[src/rtl/register_pkg.sv]
// Shared types for the register_split slice: FSM state encoding and half-width helper.
package register_pkg;

    typedef enum logic [1:0] {
        IDLE = 2'd0,
        HIGH = 2'd1,
        LOW  = 2'd2
    } state_t;

    localparam int unsigned DEFAULT_N    = 16;
    localparam int unsigned DEFAULT_HALF = DEFAULT_N / 2;

    function automatic int unsigned half_width(input int unsigned n);
        return n / 2;
    endfunction

endpackage

[src/rtl/register_hl.sv]
// High/low hold register: two independently loadable halves sharing one async clear.
module register_hl
    import register_pkg::*;
#(
    parameter int unsigned W = DEFAULT_HALF
) (
    input  logic         clk,
    input  logic         clear,
    input  logic         loadh,
    input  logic         loadl,
    input  logic [W-1:0] inh,
    input  logic [W-1:0] inl,
    output logic [W-1:0] outh,
    output logic [W-1:0] outl
);

    always_ff @(posedge clk or posedge clear) begin
        if (clear) begin
            outh <= '0;
            outl <= '0;
        end else begin
            if (loadh) outh <= inh;
            if (loadl) outl <= inl;
        end
    end

endmodule

[src/rtl/register_split.sv]
// Unloads an N-bit word as two N/2-bit beats, high half first, over a valid/ready port.
// Optional out_last port is enabled by defining REGISTER_SPLIT_LAST_EN.
module register_split
    import register_pkg::*;
#(
    parameter int unsigned N = DEFAULT_N
) (
    input  logic                      clk,
    input  logic                      clear,
    input  logic [N-1:0]              in,
    input  logic                      in_valid,
    output logic                      in_ready,
    output logic [half_width(N)-1:0]  out,
    output logic                      out_hsel,
    output logic                      out_valid,
    input  logic                      out_ready
`ifdef REGISTER_SPLIT_LAST_EN
    ,
    output logic                      out_last
`endif
);

    localparam int unsigned H = half_width(N);

    state_t       state;
    state_t       state_nxt;
    logic [H-1:0] hold_h;
    logic [H-1:0] hold_l;
    logic         in_hs;
    logic         out_hs;

    register_hl #(.W(H)) u_hold (
        .clk   (clk),
        .clear (clear),
        .loadh (in_hs),
        .loadl (in_hs),
        .inh   (in[N-1:H]),
        .inl   (in[H-1:0]),
        .outh  (hold_h),
        .outl  (hold_l)
    );

    always_ff @(posedge clk or posedge clear) begin
        if (clear) state <= IDLE;
        else       state <= state_nxt;
    end

    // in_ready is the only combinational path from out_ready; it lets LOW refill back-to-back.
    always_comb begin
        in_ready  = (state == IDLE) || ((state == LOW) && out_ready);
        out_valid = (state == HIGH) || (state == LOW);
        out_hsel  = (state == HIGH);
        in_hs     = in_valid && in_ready;
        out_hs    = out_valid && out_ready;
        out       = '0;
        state_nxt = state;
        case (state)
            IDLE: begin
                if (in_hs) state_nxt = HIGH;
            end
            HIGH: begin
                out = hold_h;
                if (out_hs) state_nxt = LOW;
            end
            LOW: begin
                out = hold_l;
                if (out_hs) state_nxt = in_hs ? HIGH : IDLE;
            end
            default: state_nxt = IDLE;
        endcase
`ifdef REGISTER_SPLIT_LAST_EN
        out_last = (state == LOW);
`endif
    end

endmodule
[config.mk]
export PLATFORM = sky130hd
export DESIGN_NAME = register_split
export DESIGN_NICKNAME = d
export VERILOG_FILES = /design/src/rtl/register_pkg.sv /design/src/rtl/register_hl.sv /design/src/rtl/register_split.sv
export SDC_FILE = /design/constraint.sdc
export NUM_CORES = 1
export LEC_CHECK = 0
export BUFFER_PORTS_ARGS = -buffer_cell sky130_fd_sc_hd__buf_2
export CAP_MARGIN = 20
export CORE_MARGIN = 1.5
export CORE_UTILIZATION = 51
export CTS_BUF_LIST = sky130_fd_sc_hd__clkbuf_2
export DETAILED_ROUTE_END_ITERATION = 8
export PLACE_DENSITY_LB_ADDON = 0.08
export SLEW_MARGIN = 20
export SYNTH_ARGS = -nofsm -noshare
export SYNTH_HDL_FRONTEND = slang
export SYNTH_SLANG_ARGS = --single-unit
[constraint.sdc]
create_clock -name clk -period 2.44 [get_ports clk]
set_clock_uncertainty 0.1 [all_clocks]
set_input_delay 0.488 -clock clk [delete_from_list [all_inputs] [get_ports clk]]
set_output_delay 0.488 -clock clk [all_outputs]
set_load 0.02 [all_outputs]
**Yosys cells after proc, flatten, opt, wreduce, memory -nomap -nowiden**

Index checks and enable logic that the tools add are counted.

- Register bits: 18
- Bits of input ports: 20
- Output and inout port bits: 11
- Word-level logic and storage cells: 21

- Equal/unequal tests: 5
- Muxes and demuxes: 6
- Reduce and logical (&&, ||, !) cells: 7

Operator list:

| cell | count |
|---|---|
| case mux 8 bit (2 select lines) | 1 |
| 2-to-1 mux 2 bit | 3 |
| case mux 2 bit (3 select lines) | 1 |
| != test 2 bit, second input constant | 2 |
| logical AND 1 bit | 3 |
| AND reduction 3 bit | 1 |
| equality test 2 x 1 -> 1 bit, second input constant | 1 |
| equality test 2 bit, second input constant | 1 |
| zero test 2 bit | 1 |
| logical OR 1 bit | 2 |
| != test 2 x 1 -> 1 bit, second input constant | 1 |
| 2-to-1 mux 1 bit | 1 |

**Logic depth before layout (Yosys ltp)**

Gate-level depths: netlist of the first run.

- Word-level depth: 7
- Depth in mapped cells: 7
- Gate-level depth less buffers: 5

**By module**

A second synthesis of the first run with hierarchy kept.

- Cell total of the unflattened synthesis: 71
- Area total of the unflattened synthesis: 988.4 um2

Modules (own cells, without submodules):

| module | times used | cells each | area an instance (um2) | sequential area each (um2) |
|---|---|---|---|---|
| register_hl | 1 | 35 | 666.9 | 400.4 |
| register_split | 1 | 36 | 321.6 | 50.0 |

**Least setup slack after synthesis of the first run**

No wires, ideal clock.

- Path type: reg2out
- Start point: register state[1]
- End point: output out[2]
- Data arrival time: 1.346 ns
- Data required time: 1.852 ns
- Path slack: 0.506 ns
- Stages on the path, launching flop included: 6
- Path buffers: 1
- Cells stage by stage: dfrtp_1 -> inv_1 -> ha_1 -> buf_4 -> a22oi_1 -> nor2b_1

- Word-level cells in the longest chain between the ends: 2
- Elaborated cells on any way between the ends: 3
- Those cells by class: eq/ne: 2; mux: 1

RTL lines:

| what | line | RTL |
|---|---|---|
| start: declaration | register_split.sv:25 | `state_t state;` |
| start signal: assignment | register_split.sv:45 | `else state <= state_nxt;` |
| equality test 2 x 1 -> 1 bit | -- |  |
| via out_hsel | register_split.sv:14 | `output logic out_hsel,` |
| case mux 8 bit (2 select lines) | register_split.sv:57 | `case (state)` |
| end: declaration | register_split.sv:13 | `output logic [half_width(N)-1:0] out,` |

The timed path passes the listed nets, and every way through them passes these cells.

**Worst setup path in the final report of the first run**

- Start point: register state[0]
- End point: output out[4]

- Word-level cells in the longest chain between the ends: 2
- Elaborated cells on any way between the ends: 3
- Those cells by class: eq/ne: 2; mux: 1

RTL lines:

| what | line |
|---|---|
| equality test 2 bit or equality test 2 x 1 -> 1 bit (tied branches) | register_split.sv:57 |
| case mux 8 bit (2 select lines) (*) | register_split.sv:57 |

Mark *: on every way between the ends. The rest lies on a longest branch, timed or not.

==> results of run 1 <==
==> per-stage QoR <==
step	cells	power (mW)	utilization [%]	hold WS (ns)
2_1_floorplan	68	1.18	-	0.327
3_3_place_gp	120	1.30	63.1	0.392
3_5_place_dp	120	1.32	63.1	0.396
4_1_cts	124	1.45	64.2	0.149
5_1_grt	124	1.55	64.4	0.170
6_report	124	1.44	64.4	0.141
==> layer usage <==
layer	track usage, %	share of wire [%]	vias up
li1	-	-	303
met1	22.2	48	297
met2	28.1	45	27
met3	3.53	5.3	3
met4	8.57	1.6	0
met5	0	0	-
==> registers in the layout, summed over array words and instances, names as in the netlist <==
name         cells
u_hold.outh      8
u_hold.outl      8
state            2
==> kinds of logic after synthesis <==
logic type	count (synthesis)	share of synthesized area (%)
buf+inv	7	5.61
fa+ha+maj	5	6.53
flops	18	47.0
simple gates	9	6.40
compound gates	12	11.0
mux	17	23.5
==> placed cells by master (no fill, tap or decap), drive strengths merged <==
cell     count
mux2        17
inv          4
a2bb2oi      1
o32ai        1
buf         30
a21o         1
ha           5
clkbuf       3
nand2        1
a22oi        8
dfrtp       18
nor2b        8
clkinv       1
a21oi        1
==> worst paths after layout <==
| path | slack (ns) | from | depth (start not counted) | endpoint |
|---|---|---|---|---|
| setup / recovery | 0.21 | state[0] | 4 | out[4] |
| hold / removal | 0.14 | clear | 2 | u_hold.outh[5] |
| setup reg to reg | 0.54 | state[0] | 5 | state[1] |
| max in group asynchronous | 1.67 | clear | 2 | state[1] |
| hold reg to reg | 0.43 | u_hold.outl[5] | 1 | u_hold.outl[5] |
| min in group clk | 0.30 | in[9] | 2 | u_hold.outh[1] |
==> final cells by class <==
cell class	instances	area [um^2]	share of cell area [%]
inverters	4	15.0	1.33
repair buffers	30	150	13.3
well taps	25	31.3	2.78
flip-flops and latches	18	450	40.0
clock inverters	1	3.75	0.334
clock buffers	3	15.0	1.33
multi-input cells	43	459	40.8
==> where the power goes <==
group / switching (mW) / internal (mW) / leakage [nW]
clock network: 0.0883 / 0.0356 / 0.0140
logic: 0.378 / 0.406 / 0.341
registers: 0.0896 / 0.447 / 0.213
total: 0.555 / 0.889 / 0.568
==> what timing repair did <==
item | in CTS | in global routing
resized for setup | 0 | 2
setup buffers | 0 | 0
setup endpoints to repair | 0 | 7
==> worst max-delay path: cells and delay by family (launching register included) <==
| kind | cells | cell delay [ns] |
|---|---|---|
| adders and majority gates | 1 | 0.45 |
| buffers and inverters | 2 | 0.28 |
| DFF | 1 | 0.44 |
| and+or+nand+nor | 1 | 0.19 |
==> flow_summary.ini, run 1 <==
[outcome]
run_status = completed

[yosys]
syn_inst = 68
ys_warn_count = 0
synthesis.nets = 93
synth_edf_count = 0
synth_cell_types = 15
yosysMostFrequentCell = dfrtp_1
synthFlopType = dfrtp_1
syn-cell-area_um2 = 958
async_reset_ff_share_pct = 100
ys_seq_area_share_pct = 47.0
synth-seq-cells = 18
yosysTopAreaCellShare_pct = 47.0
ys_top_cells_by_area = dfrtp_1 (47%), mux2_4 (14%), mux2_2 (9.4%)
synth_common_cells = dfrtp_1 (18), mux2_4 (9), a22oi_1 (8), mux2_2 (8), nor2b_1 (8)
yosys.area.top_type = dfrtp_1
post_synth.cell_area_avg_um2 = 14.1

[worst_setup_path]
cp-start-kind = flop
path_max_fanout = 10
path_cells = inv_1 > ha_1 > nor2b_1 > buf_2
critPathCaptureType = output port
worstSetupPathType = reg2out
cp.required_ns = 1.85
max_stage_delay_ns = 0.45
cpMaxStageDelayCell = ha_1
arrival_ns = 1.64

[cts]
cts_root_buf = clkbuf_2
cts_max_level = 1
cts_tree = built
clock_tree.buffer_depth = 2
hold_buffers = 0
clkLatencyLatePin_ns = 0.29
cts_buffers = 3
path_clk_slew_ns = 0.17
cts_num_sinks = 18

[sta]
slew_headroom_pct = 56.0
final.min_clock_period_ns = 2.23
rsz0062_at_grt = no
hold_viol_final = 0
fmax_ghz = 0.448
setup-tns-final_ns = 0
worst_pin_slew_ns = 0.659
setup-violations-final = 0
drv_slew = 0
fin_crit_sh_pct = 91.4
timing.final.ws_setup_ns = 0.210

[route]
num_vias = 630
drt_iter0_markers = 9
firstDrtPassIters = 4
final_antenna_net_count = 0
wire_per_inst_um = 13.5
viasPerCell = 5.08
drc = 0
routed_wl_mm = 1.67

[grt]
grt-ovfl-total = 0
grt.total_usage_pct = 17.5
antenna_found_initial = 0
grt_pass1_vias = 609
grt_max_degree = 19
grt_pass1_wl_mm = 2.59

[floorplanning]
io-pin-count = 31
dieHeight_um = 46.4
die_w_um = 46.4
core_um2 = 1750
initial_core_util_pct = 54.9
rows = 15
dieArea_um2 = 2150

[placement]
gp_congestion = 0.688
port_buffers = 30
dpl_cell_area_um2 = 1100
post-place-ws_ns = 0.448
hpwl_mm = 1.19

[power_and_ir_drop]
powerDensity_nw_per_um2 = 1280
peakVddDrop_mv = 0.785
p_leak_nw = 0.568

[worst_hold_path]
hold_path.class = in2async

[layout]
drive_gt1_share_pct = 55.6
layout.nets = 125
n_antenna_cell = 0
postLayoutCellArea_um2 = 1120
fillers = 150
area_growth_pct = 17.4

[job]
maxCapViolCount = 0
Power figures use the tool's default switching activity.
==> run 2: changes to the inputs <==
--- a/config.mk
+++ b/config.mk
@@ -8,7 +8,7 @@
 export BUFFER_PORTS_ARGS = -buffer_cell sky130_fd_sc_hd__buf_2
 export CAP_MARGIN = 20
 export CORE_MARGIN = 1.5
-export CORE_UTILIZATION = 51
+export CORE_UTILIZATION = 37
 export CTS_BUF_LIST = sky130_fd_sc_hd__clkbuf_2
 export DETAILED_ROUTE_END_ITERATION = 8
 export PLACE_DENSITY_LB_ADDON = 0.08
==> constraint.sdc (replaced) <==
create_clock -name clk -period 2.44 [get_ports clk]
set_clock_uncertainty 0.1 [all_clocks]
set_input_delay 0.732 -clock clk [delete_from_list [all_inputs] [get_ports clk]]
set_output_delay 0.732 -clock clk [all_outputs]
set_load 0.02 [all_outputs]
==> run 2 against run 1 <==
- global-route usage decreased by 2.8 points
- critical path depth increased by 2
- clock power increased by 3%
- setup slack got worse by 0.14 ns
- critical endpoint is now out[0]
- combinational power increased by 23%
- power increased by 13%
==> flow_summary.ini, run 2 (synthesized netlist as in run 1, its figures left out) <==
[worst_hold_path]
hold_path.class = in2async

[floorplanning]
rows = 18
die_w_um = 53.9
dieHeight_um = 53.9
io-pin-count = 31
core_um2 = 2450
dieArea_um2 = 2900
initial_core_util_pct = 39.0

[route]
firstDrtPassIters = 2
routed_wl_mm = 1.92
viasPerCell = 5.02
drt_iter0_markers = 4
final_antenna_net_count = 0
num_vias = 667
wire_per_inst_um = 14.4
drc = 0

[job]
maxCapViolCount = 0

[cts]
path_clk_slew_ns = 0.18
clkLatencyLatePin_ns = 0.29
cts_buffers = 3
clock_tree.buffer_depth = 2
cts_max_level = 1
hold_buffers = 0
cts_root_buf = clkbuf_2
cts_tree = built
cts_num_sinks = 18

[worst_setup_path]
critPathCaptureType = output port
cp-start-kind = flop
cp.required_ns = 1.61
path_max_fanout = 6
arrival_ns = 1.54
worstSetupPathType = reg2out

[sta]
rsz0062_at_grt = yes
fin_crit_sh_pct = 97.0
setup-tns-final_ns = 0
fmax_ghz = 0.422
hold_viol_final = 0
drv_slew = 0
slew_headroom_pct = 53.8
worst_pin_slew_ns = 0.693
final.min_clock_period_ns = 2.37
setup-violations-final = 0

[grt]
grt_max_degree = 19
grt.total_usage_pct = 14.7
grt-ovfl-total = 0
antenna_found_initial = 0
grt_pass1_wl_mm = 2.98
grt_pass1_vias = 662

[layout]
fillers = 232
regArea_um2 = 450
mostFrequentLayoutCell = buf_2
drive_gt1_share_pct = 63.1
final_cell_mix = buf_2 (23), dfrtp_1 (18), mux2_4 (9)
n_antenna_cell = 0
multiInputGateArea_um2 = 507
layout.nets = 129
top_regs = u_hold.outh x8, u_hold.outl x8, state x2
area_growth_pct = 29.1
postLayoutCellArea_um2 = 1240

[outcome]
run_status = completed

[placement]
hpwl_mm = 1.27
dpl_cell_area_um2 = 1110
port_buffers = 30
gp_congestion = 0.749

[power_and_ir_drop]
powerDensity_nw_per_um2 = 1320
p_leak_nw = 0.598
peakVddDrop_mv = 0.715
## run 2: area by class of cell
cell class              count  share of cell area (%)
multi-input cells          43                    41.0
flip-flops and latches     18                    36.4
repair buffers             34                    16.9
well taps                  30                    3.03
clock buffers               3                    1.21
inverters                   4                    1.21
clock inverters             1                   0.303
## run 2: timing repair
item / in CTS / in global routing
gates resized for setup: 5 / 18
pin swaps: 0 / 5
setup endpoints to repair: 9 / 8
setup buffers: 2 / 2
## run 2: critical path, stage by stage, from the launching register on
cell and delay [ns]:
dfrtp_1 0.44, buf_6 0.14, ha_4 0.18, buf_6 0.14, a22oi_2 0.14, nor2b_1 0.06
buf_4 0.15
## run 2: metal layers
metal	vias up	routed length, um	global-route usage (%)
li1	312	-	-
met1	334	881	18.7
met2	19	908	24.4
met3	2	116	3.33
met4	0	10	5.13
met5	-	0	0
## run 2: power by group
group / switching [mW] / leakage, nW / total [mW] / internal [mW]
registers: 0.0894 / 0.213 / 0.537 / 0.447
clock network: 0.0920 / 0.0140 / 0.128 / 0.0357
logic: 0.436 / 0.370 / 0.963 / 0.528
total: 0.617 / 0.598 / 1.63 / 1.01
## run 2: stage by stage
stage	worst slack [ns]	power (mW)	hold slack, ns	util (%)	instances
after floorplan	0.262	1.18	0.380	-	68
after global placement	0.232	1.32	0.392	45.1	125
after detailed placement	0.170	1.34	0.394	45.1	125
after CTS	0.0127	1.53	0.420	47.6	131
after global routing	-0.0431	1.75	0.428	50.4	133
final	0.0720	1.63	0.404	50.4	133
## run 2: final timing paths
kind	slack (ns)	end	startpoint	cells past startpoint
worst max-delay path	0.07	out[0]	state[1]	6
worst min-delay path	0.40	u_hold.outh[2]	clear	2
worst max register to register	0.52	u_hold.outl[2]	state[1]	6
worst min register to register	0.43	u_hold.outl[2]	u_hold.outl[2]	1
max in group asynchronous	1.39	u_hold.outl[4]	clear	2
min in group clk	0.43	u_hold.outl[2]	u_hold.outl[2]	1
==> run 3: changes to the inputs <==
--- a/config.mk
+++ b/config.mk
@@ -8,7 +8,7 @@
 export BUFFER_PORTS_ARGS = -buffer_cell sky130_fd_sc_hd__buf_2
 export CAP_MARGIN = 20
 export CORE_MARGIN = 1.5
-export CORE_UTILIZATION = 37
+export CORE_UTILIZATION = 51
 export CTS_BUF_LIST = sky130_fd_sc_hd__clkbuf_2
 export DETAILED_ROUTE_END_ITERATION = 8
 export PLACE_DENSITY_LB_ADDON = 0.08
==> constraint.sdc (replaced) <==
create_clock -name clk -period 2.4 [get_ports clk]
set_clock_uncertainty 0.1 [all_clocks]
set_input_delay 0.72 -clock clk [delete_from_list [all_inputs] [get_ports clk]]
set_output_delay 0.72 -clock clk [all_outputs]
set_load 0.02 [all_outputs]
==> run 3 against run 2 <==
- wire length down 3.7%
- core utilization up 20 points
- non-clock buffer count up 1
- power up 1.7%
==> flow_summary.ini, run 3 (synthesized netlist as in run 1, its figures left out) <==
[worst_setup_path]
path_common_cell = buf_6
cp-start-kind = flop
max_stage_delay_ns = 0.44
worstSetupPathType = reg2out
cp.required_ns = 1.58
cpMaxStageDelayCell = dfrtp_1
path_max_fanout = 6
path_cells = buf_6 > ha_4 > buf_6 > a22oi_1 > nor2b_1 > buf_2
path_buf_inv = 3
arrival_ns = 1.55
critPathCaptureType = output port
path_delay_family = buffers and inverters

[grt]
grt_max_degree = 19
grt_pass1_vias = 616
grt-ovfl-total = 0
antenna_found_initial = 0
grt_pass1_wl_mm = 2.66
grt.total_usage_pct = 18.0

[placement]
post-place-ws_ns = 0.176
hpwl_mm = 1.19
dpl.cell_count = 120
gp_congestion = 0.688
port_buffers = 30

[floorplanning]
dieArea_um2 = 2150
io-pin-count = 31
initial_core_util_pct = 54.9
core_um2 = 1750
dieHeight_um = 46.4
die_w_um = 46.4
rows = 15

[route]
firstDrtPassIters = 4
drc = 0
routed_wl_mm = 1.85
viasPerCell = 4.99
wire_per_inst_um = 14.3
num_vias = 644
final_antenna_net_count = 0
drt_iter0_markers = 7

[layout]
top_regs = u_hold.outh x8, u_hold.outl x8, state x2
area_growth_pct = 28.6
final_cell_mix = buf_2 (26), dfrtp_1 (17), mux2_4 (9)
n_antenna_cell = 0
mostFrequentLayoutCell = buf_2
drive_gt1_share_pct = 64.4
fin_cells = 129
layout.nets = 130
fin_util_pct = 70.6

[cts]
path_clk_slew_ns = 0.17
clkLatencyLatePin_ns = 0.29
cts_max_level = 1
cts_num_sinks = 18
cts_buffers = 3
hold_buffers = 0
clock_tree.buffer_depth = 2
cts_root_buf = clkbuf_2
cts_tree = built

[outcome]
run_status = completed

[power_and_ir_drop]
peakVddDrop_mv = 0.836
p_leak_nw = 0.601
powerDensity_nw_per_um2 = 1340

[job]
maxCapViolCount = 0

[sta]
setup-violations-final = 0
drv_slew = 0
final.min_clock_period_ns = 2.37
timing.final.ws_setup_ns = 0.0264
hold_viol_final = 0
slew_headroom_pct = 56.7
rsz0062_at_grt = yes
holdWs_ns = 0.371
fmax_ghz = 0.421
fin_crit_sh_pct = 98.9
worst_pin_slew_ns = 0.649

[worst_hold_path]
hold_path.class = in2async
## run 3: cell count changes in the layout (fill, tap and decap cells not counted), sizes merged
cell  delta
buf      +1
## run 3: repair_timing
action,4_1_cts,5_1_grt
endpoints found under the setup margin,9,7
buffers inserted,1,4
gates cloned,0,0
hold endpoints to repair,0,0
resized for setup,8,13
pin swaps,0,2
## run 3: worst paths after layout
check,from,slack (ns),cells after the start,to
setup / recovery,state[1],0.03,6,out[3]
hold / removal,clear,0.37,2,u_hold.outh[0]
setup reg to reg,state[1],0.50,6,u_hold.outl[2]
hold reg to reg,u_hold.outh[7],0.44,1,u_hold.outh[7]
max in group asynchronous,clear,1.37,2,state[0]
min in group clk,u_hold.outh[7],0.44,1,u_hold.outh[7]
## run 3: worst reg2reg max path, delay by kind of cell (launching register included)
family,cells,cell delay [ns]
AOI/OAI and AO/OA,1,0.21
buffers and inverters,2,0.28
muxes,1,0.37
adders and majority gates,1,0.18
DFF,1,0.44
and+or+nand+nor,1,0.24
## run 3: power by group
group          internal (mW)  total, mW  switching, mW
combinational          0.533      0.974          0.441
sequential             0.457      0.555         0.0987
clock                 0.0362      0.126         0.0901
## run 3: final cells by class
| cell class | instances | area [um^2] |
|---|---|---|
| clock inverter | 1 | 3.75 |
| tap | 25 | 31.3 |
| inverter | 4 | 15.0 |
| multi-input combinational | 43 | 507 |
| fill | 138 | 513 |
| timing repair buffer | 35 | 209 |
| clock buffer | 3 | 15.0 |
| sequential | 18 | 452 |
## run 3: layer usage
metal,vias to the layer above,GRT usage (%),wire length (um)
met2,22,29.4,879
met3,2,3.53,66
met4,0,8.57,14
li1,316,-,-
met5,-,0,0
met1,304,22.7,884
## run 3: per-stage QoR
stage               total power, mW  instance area (um^2)  TNS (ns)
detailed placement             1.35                  1100         0
CTS                            1.55                  1170         0
floorplan                      1.20                   958         0
global route                   1.76                  1230    -0.171
global placement               1.32                  1100         0
finish                         1.66                  1230         0
